[config.mk]
export PLATFORM = sky130hd
export DESIGN_NAME = fifo_wr_arbiter
export DESIGN_NICKNAME = d
export VERILOG_FILES = /design/src/rtl/fifo_arb_pkg.sv /design/src/rtl/rr_arbiter.sv /design/src/rtl/fifo_wr_arbiter.sv
export SDC_FILE = /design/constraint.sdc
export NUM_CORES = 1
export LEC_CHECK = 0
export CAP_MARGIN = 20
export CORE_AREA = 4 4 75 77
export CTS_CLUSTER_DIAMETER = 30
export DETAILED_ROUTE_END_ITERATION = 10
export DIE_AREA = 0 0 79 81
export HOLD_SLACK_MARGIN = 0.08
export PLACE_DENSITY = 0.79
export RECOVER_POWER = 50
export SETUP_SLACK_MARGIN = 0.1
export SYNTH_ARGS = -nofsm -noshare
export SYNTH_HDL_FRONTEND = slang
export SYNTH_HIERARCHICAL = 1
export SYNTH_SLANG_ARGS = --single-unit
[constraint.sdc]
create_clock -name clk -period 3.9 [get_ports clk]
set_input_delay 0.39 -clock clk [delete_from_list [all_inputs] [get_ports clk]]
set_output_delay 0.39 -clock clk [all_outputs]
set_load 0.01 [all_outputs]
[src/rtl/fifo_arb_pkg.sv]
// Shared constants for the FIFO write-port arbiter: FSM state encodings and counter width.
// The optional per-requester statistics are enabled with FIFO_ARB_STATS_EN.
package fifo_arb_pkg;

    localparam int CNT_W = 16;

    typedef logic [1:0] arb_state_t;

    localparam logic [1:0] IDLE  = 2'd0;
    localparam logic [1:0] ISSUE = 2'd1;
    localparam logic [1:0] WAIT  = 2'd2;
    localparam logic [1:0] HOLD  = 2'd3;

endpackage

[src/rtl/rr_arbiter.sv]
// Combinational round-robin pick: first asserted request at or above ptr, wrapping
// modulo NUM_REQ. Produces both a one-hot winner and its index.
module rr_arbiter
    import fifo_arb_pkg::*;
#(
    parameter int NUM_REQ = 4,
    parameter int IDX_W   = 2
) (
    input  logic [NUM_REQ-1:0] req,
    input  logic [IDX_W-1:0]   ptr,
    output logic [NUM_REQ-1:0] win,
    output logic [IDX_W-1:0]   win_idx
);

    logic [IDX_W:0]   sum;
    logic [IDX_W-1:0] cand;
    logic             found;

    // The extra sum bit lets ptr+i exceed NUM_REQ-1 before folding back.
    always_comb begin
        win     = '0;
        win_idx = '0;
        found   = 1'b0;
        sum     = '0;
        cand    = '0;
        for (int i = 0; i < NUM_REQ; i++) begin
            sum = {1'b0, ptr} + (IDX_W+1)'(i);
            if (sum >= (IDX_W+1)'(NUM_REQ)) begin
                sum = sum - (IDX_W+1)'(NUM_REQ);
            end
            cand = sum[IDX_W-1:0];
            if (!found && req[cand]) begin
                found        = 1'b1;
                win[cand]    = 1'b1;
                win_idx      = cand;
            end
        end
    end

endmodule

[src/rtl/fifo_wr_arbiter.sv]
// Round-robin arbiter sharing one FIFO write port; retries on overflow so no word is lost.
// Define FIFO_ARB_STATS_EN to add the per-requester accepted-word counters (acc_cnt).
module fifo_wr_arbiter
    import fifo_arb_pkg::*;
#(
    parameter int FIFO_WIDTH = 16,
    parameter int NUM_REQ    = 4
) (
    input  logic                          clk,
    input  logic                          rst,
    input  logic [NUM_REQ-1:0]            req,
    input  logic [NUM_REQ*FIFO_WIDTH-1:0] req_data,
    output logic [NUM_REQ-1:0]            gnt,
    output logic [FIFO_WIDTH-1:0]         data_in,
    output logic                          wr_en,
    input  logic                          wr_ack,
    input  logic                          overflow,
    input  logic                          full,
`ifdef FIFO_ARB_STATS_EN
    output logic [NUM_REQ*CNT_W-1:0]      acc_cnt,
    output logic                          busy
`else
    output logic                          busy
`endif
);

    localparam int IDX_W = (NUM_REQ > 1) ? $clog2(NUM_REQ) : 1;

    arb_state_t            state_q, state_d;
    logic [IDX_W-1:0]      ptr_q, ptr_d;
    logic [IDX_W-1:0]      idx_q, idx_d;
    logic [FIFO_WIDTH-1:0] wdata_q, wdata_d;

    logic [NUM_REQ-1:0]    win;
    logic [IDX_W-1:0]      win_idx;
    logic [FIFO_WIDTH-1:0] win_word;

    rr_arbiter #(
        .NUM_REQ (NUM_REQ),
        .IDX_W   (IDX_W)
    ) u_rr_arbiter (
        .req     (req),
        .ptr     (ptr_q),
        .win     (win),
        .win_idx (win_idx)
    );

    always_comb begin
        win_word = '0;
        for (int i = 0; i < NUM_REQ; i++) begin
            if (win[i]) begin
                win_word = win_word | req_data[i*FIFO_WIDTH +: FIFO_WIDTH];
            end
        end
    end

    // idx/wdata are frozen outside IDLE so an overflow retry re-issues the same word.
    always_comb begin
        state_d = state_q;
        ptr_d   = ptr_q;
        idx_d   = idx_q;
        wdata_d = wdata_q;
        case (state_q)
            IDLE: begin
                if ((|req) && !full) begin
                    idx_d   = win_idx;
                    wdata_d = win_word;
                    state_d = ISSUE;
                end
            end
            ISSUE: state_d = WAIT;
            WAIT: begin
                if (wr_ack) begin
                    ptr_d   = (idx_q == IDX_W'(NUM_REQ-1)) ? '0 : idx_q + IDX_W'(1);
                    state_d = IDLE;
                end else begin
                    state_d = HOLD;
                end
            end
            HOLD: begin
                if (!full) begin
                    state_d = ISSUE;
                end
            end
            default: state_d = IDLE;
        endcase
    end

    always_ff @(posedge clk or posedge rst) begin
        if (rst) begin
            state_q <= IDLE;
            ptr_q   <= '0;
            idx_q   <= '0;
            wdata_q <= '0;
        end else begin
            state_q <= state_d;
            ptr_q   <= ptr_d;
            idx_q   <= idx_d;
            wdata_q <= wdata_d;
        end
    end

    // A requester that dropped req after capture still gets its word written, but no grant.
    always_comb begin
        gnt = '0;
        if (state_q == WAIT && wr_ack) begin
            gnt[idx_q] = req[idx_q];
        end
    end

    assign wr_en   = (state_q == ISSUE);
    assign data_in = (state_q == ISSUE) ? wdata_q : '0;
    assign busy    = (state_q != IDLE);

`ifdef FIFO_ARB_STATS_EN
    logic [NUM_REQ-1:0][CNT_W-1:0] acc_cnt_q, acc_cnt_d;

    always_comb begin
        acc_cnt_d = acc_cnt_q;
        for (int i = 0; i < NUM_REQ; i++) begin
            acc_cnt_d[i] = acc_cnt_q[i] + CNT_W'(gnt[i]);
        end
    end

    always_ff @(posedge clk or posedge rst) begin
        if (rst) begin
            acc_cnt_q <= '0;
        end else begin
            acc_cnt_q <= acc_cnt_d;
        end
    end

    assign acc_cnt = acc_cnt_q;
`else
`endif

endmodule

# [After elaboration in Yosys (flattened, before gate mapping)]
# Index checks and enable logic that the tools add are counted.
[totals] reg_bits=22 input_bits=73 output_inout_bits=22 wordCells=105
[classes] add_sub_neg=8 n_lt_le_gt_ge=14 n_eq_ne=6 muxes=46 bitwise=7 reduce_logical=20
[op_table] op="two-way mux 16 bit" n=5
[op_table] op="bitwise OR 16 bit" n=3
[op_table] op="two-way mux 2 bit" n=12
[op_table] op="two-way mux 4 bit" n=5
[op_table] op="less-than comparator 2 x 3 -> 1 bit (second input constant)" n=5
[op_table] op="two-way mux 1 bit" n=13
[op_table] op="bitwise OR 4 bit" n=3
[op_table] op="binary-select mux 1 bit (select 2 bit)" n=5
[op_table] op="demux 1 bit (select 2 bit)" n=5
[op_table] op=">= comparator 2 x 1 -> 1 bit (second input constant)" n=5
[op_table] op="logical AND 1 bit" n=10
[op_table] op=">= comparator 3 bit (second input constant)" n=3
[op_table] op="one-hot mux 2 bit (4 select lines)" n=1
[op_table] op="subtractor 2 x 1 -> 2 bit (second input constant)" n=4
[op_table] op="adder 2 x 2 -> 3 bit (second input constant)" n=2
[op_table] op="== test 2 bit (second input constant)" n=3
[op_table] op="AND reduction 2 bit" n=3
[op_table] op="AND 4 bit" n=1
[op_table] op="logical NOT 1 bit" n=4
[op_table] op="!= test 2 bit (second input constant)" n=2
[op_table] op="OR reduction 4 bit" n=1
[op_table] op="adder 2 x 1 -> 3 bit (second input constant)" n=1
[op_table] op=">= comparator 2 x 3 -> 1 bit (second input constant)" n=1
[op_table] op="adder 2 x 1 -> 2 bit (second input constant)" n=1
[op_table] op="other kinds (3)" n=3

# [Depth between registers and ports, before layout]
[logic_depth] ltp_word=21 mapped_depth=12 ltp_nobuf=9

# [Modules after synthesis]
# The synthesis kept the hierarchy.
[modules_own_cells] module="fifo_wr_arbiter" n_inst=1 cells_per_inst=148 area_each_um2=1541.5 seq_area_each_um2=550.5
[modules_own_cells] module="rr_arbiter" n_inst=1 cells_per_inst=48 area_each_um2=439.2 seq_area_each_um2=0.0

# [Least setup slack after synthesis]
# Ideal clock, no wire load.
[synth_timing] path_type="flip-flop to flip-flop" startpoint="register ptr_q[0]" endpoint="register wdata_q[1]" setup_time_ps=125 t_arrival_ps=2656 required_ps=3775 setup_slack_ps=1119 stages_incl_launch_ff=12 path_buffers=3 synth_period_minus_slack_ps=2781 cell_sequence="dfrtp_1 > buf_6 > inv_1 > ha_1 > mux4_2 > a221oi_1 > o2bb2ai_1 > clkbuf_1 > clkbuf_1 > a22oi_1 > nand2_1 > mux2_4"
[synth_between] elab_chain_cells=21 elab_cells_between_ends=66 cone_classes="add/sub (7); order compare (12); mux (31); bitwise (6); reduce/logical (10)"
[synth_lines] element="start: declaration" line="fifo_wr_arbiter.sv:30" rtl="logic [IDX_W-1:0] ptr_q, ptr_d;"
[synth_lines] element="start signal: assignment" line="fifo_wr_arbiter.sv:97" rtl="ptr_q <= ptr_d;"
[synth_lines] element="parallel branches: the longest is 13 deep, another holds adder 2 x 1 -> 3 bit"
[synth_lines] element="two-way mux 4 bit *" line="rr_arbiter.sv:32" rtl="if (!found && req[cand]) begin"
[synth_lines] element="via win[0]" line="fifo_wr_arbiter.sv:34" rtl="logic [NUM_REQ-1:0] win;"
[synth_lines] element="two-way mux 16 bit *" line="fifo_wr_arbiter.sv:51" rtl="if (win[i]) begin"
[synth_lines] element="bitwise OR 16 bit" line="fifo_wr_arbiter.sv:52" rtl="win_word = win_word | req_data[i*FIFO_WIDTH +: FIFO_WIDTH];"
[synth_lines] element="two-way mux 16 bit *" line="fifo_wr_arbiter.sv:51"
[synth_lines] element="bitwise OR 16 bit" line="fifo_wr_arbiter.sv:52"
[synth_lines] element="two-way mux 16 bit *" line="fifo_wr_arbiter.sv:51"
[synth_lines] element="bitwise OR 16 bit" line="fifo_wr_arbiter.sv:52"
[synth_lines] element="two-way mux 16 bit *" line="fifo_wr_arbiter.sv:51"
[synth_lines] element="end signal: assignment" line="fifo_wr_arbiter.sv:99" rtl="wdata_q <= wdata_d;"
[synth_lines] element="end: declaration" line="fifo_wr_arbiter.sv:32" rtl="logic [FIFO_WIDTH-1:0] wdata_q, wdata_d;"
# Mark *: on every way through the listed nets, which the timed path passes. The select of a mux whose other input is x is not followed.
# A chain may end at the register's enable or synchronous reset.

# [Worst setup path after layout]
[layout_timing] startpoint="register ptr_q[0]" endpoint="register wdata_q[1]"
[layout_between] elab_cells_between_ends=66 cone_classes="add/sub (7); order compare (12); mux (31); bitwise (6); reduce/logical (10)"
[layout_lines] element="parallel branches: the longest is 13 deep, another holds adder 2 x 1 -> 3 bit"
[layout_lines] element="two-way mux 4 bit *" line="rr_arbiter.sv:32"
[layout_lines] element="via win[3]" line="fifo_wr_arbiter.sv:34"
[layout_lines] element="two-way mux 16 bit *" line="fifo_wr_arbiter.sv:51"
# Marks and branches as above.

==> out/qor.yml <==
synthesis:
  synth_compound_area_frac: 0.198
  syn_nets: 282
  netlist_instances: 196
  synth.most_common_cell: "a22oi_1"
  synthTopCellsByArea: "dfrtp_1 28%, a22oi_1 12%, ha_1 8.2%, mux2_4 7.6%, and2_1 6.3%"
  synth_top_area_frac: 0.278
  synth_top_family_by_area: "multiplexers"
  synthArstFlopShare: 1.00
  yosysTopAreaCell: "dfrtp_1"
  synthSimpleGateAreaFrac: 0.181
  ys_seq_area_frac: 0.278
  syn_avg_cell_area_um2: 10.1
  synth_warnings: 6
  synthDistinctLibCells: 34
  syn-cell-area_um2: 1980
  synthAdderAreaFrac: 0.0821
  ys.flop_type: "dfrtp_1"
  ys_top_cells_by_count: "32 x a22oi_1, 23 x nand2_1, 22 x dfrtp_1"
  synth_edf_count: 0
  synth_xor_area_frac: 0
  synth-seq-cells: 22
  muxShareOfSynthArea: 0.207
critical_path:
  worstPathMaxFanout: 16
  critPathRequiredTime_ps: 4110
  critical_path_class: "reg -> reg"
  end_kind: "flop"
  worstPathArrival_ps: 3390
  r2r_slack_ps: 720
  startpoint_type: "flop"
clocking:
  clockBufferDepth: 2
  cts.hold.buffers_added: 0
  clk_latency_ps: 260
  cts_sinks: 22
  cts_setup_buffers: 0
  clk_pin_slew_ps: 80
  htreeDepth: 1
  cts_tree: "built"
  cts_root_buf: "clkbuf_8"
  cts_resized: 0
  numCtsBuffers: 3
timing:
  rsz0062_at_grt: "no"
  setup_violations: 0
  slew_violations: 0
  final-hold-violation-count: 0
  relSlewSlack: 0.425
  fin_crit_ps: 3180
  setup_tns_ps: 0
  fin_skew_ps: 3.46
  worst_pin_slew_ps: 862
  fin_crit_sh: 0.816
  max_freq_mhz: 314
  setup_ws_ps: 716
finish:
  diodes: 0
  drive_gt1_frac: 0.126
  final_nets: 373
  finalInstanceArea_um2: 3000
  synthToLayoutAreaGrowth_pct: 51.4
  final_util: 0.599
die:
  die_y_um: 81
  start_util: 0.395
  ios: 95
  core_area_um2: 5010
  die_x_um: 79
  num_rows: 26
  dieArea_um2: 6400
place:
  dpl-instance-area_um2: 2970
  hpwl_mm: 4.16
  gp_congestion: 0.830
  dp_worst_setup_slack_ps: 760
  numPortBuffers: 93
routing:
  totalWireLength_mm: 5.52
  first_iter_violations: 101
  vias: 1856
  ant_nets: 0
  avgRoutedWirePerCell_um: 15.5
  dr.pass1.iters: 4
  via_per_inst: 5.21
  drc: 0
power_and_ir_drop:
  vdd.ir_drop.worst_uv: 317
  seqPwrFrac: 0.203
  clock_power_share: 0.076
  power_frac_comb: 0.721
  p_sw_frac: 0.431
  p_int_uw: 1250
  power.switching_uw: 949
  p_per_area_nw_per_um2: 734
  p_leak_uw: 0.00125
global_routing:
  grt_overflow_total: 0
  grt_util_all_layers: 0.171
  antenna_found_initial: 0
  grt_pass1_wl_mm: 8.69
  grt_pass1_vias: 1894
  grt_max_degree: 23
run_status:
  status: "finished clean"
run:
  drv_cap: 0
min_path:
  hold_path_class: "reg -> reg"
==> metrics by stage <==
step	total power (uW)	std cells	hold slack (ps)
after global routing	2390	356	530
after floorplan	1520	196	379
after detailed placement	2070	352	488
after global placement	2030	352	483
final	2200	356	506
after CTS	2240	356	508
==> layout make-up <==
| class | instances | area [um2] |
|---|---|---|
| Tap cell | 70 | 87.6 |
| Clock buffer | 4 | 55.1 |
| Inverter | 10 | 37.5 |
| Sequential cell | 22 | 551 |
| Multi-Input combinational cell | 152 | 1300 |
| Fill cell | 473 | 2010 |
| Timing Repair Buffer | 98 | 968 |
==> final timing paths <==
kind / from / endpoint / depth (start not counted)
min in group asynchronous: rst / ptr_q[0] / 2
setup / recovery: ptr_q[0] / wdata_q[1] / 10
setup reg to reg: ptr_q[0] / wdata_q[1] / 10
max in group asynchronous: rst / wdata_q[3] / 2
hold / removal: wdata_q[12] / wdata_q[12] / 1
hold reg to reg: wdata_q[12] / wdata_q[12] / 1
==> state kept, by name, summed over array words and instances (netlist names) <==
signal	flops
state_q	2
idx_q	2
wdata_q	16
ptr_q	2
==> critical path: stages, from the launching register on <==
cell	delay (ps)
dfrtp_1	670
inv_1	180
ha_1	470
mux4_2	460
nor2b_1	420
a221oi_1	150
o2bb2ai_1	180
buf_4	250
a22oi_1	110
nand2_1	90
mux2_4	130
==> cell usage in the layout (no fill, tap or decap), types with 5 or more instances in the layout <==
cell,count
buf_4,5
mux2_4,10
clkdlybuf4s50_1,87
ha_1,13
dlygate4sd3_1,6
o2bb2ai_1,5
nand2_1,23
nor2b_1,7
inv_1,10
a22oi_1,32
mux2_2,9
and2_1,18
dfrtp_1,22
==> power by group through the flow <==
stage	clock [uW]	sequential [uW]	combinational, uW
final	167	448	1590
after global placement	0	444	1580
after detailed placement	0	452	1620
after global routing	185	469	1740
after CTS	171	450	1620
after floorplan	0	411	1110
==> metal layers <==
metal	up-vias	wire length [um]	track usage
li1	901	-	-
met1	884	2230	0.191
met2	67	2840	0.325
met3	4	435	0.0543
met4	0	21	0.0258
met5	-	0	0
==> logic make-up (layout without fill, tap and decap cells) <==
| kind of cell | Yosys count | count (layout) |
|---|---|---|
| AOI/OAI and AO/OA | 51 | 51 |
| muxes | 28 | 28 |
| and+or+nand+nor | 60 | 60 |
| adders and majority gates | 13 | 13 |
| buffers and inverters | 22 | 112 |
| DFF | 22 | 22 |
Note: power is estimated with default switching activity, not from simulation.
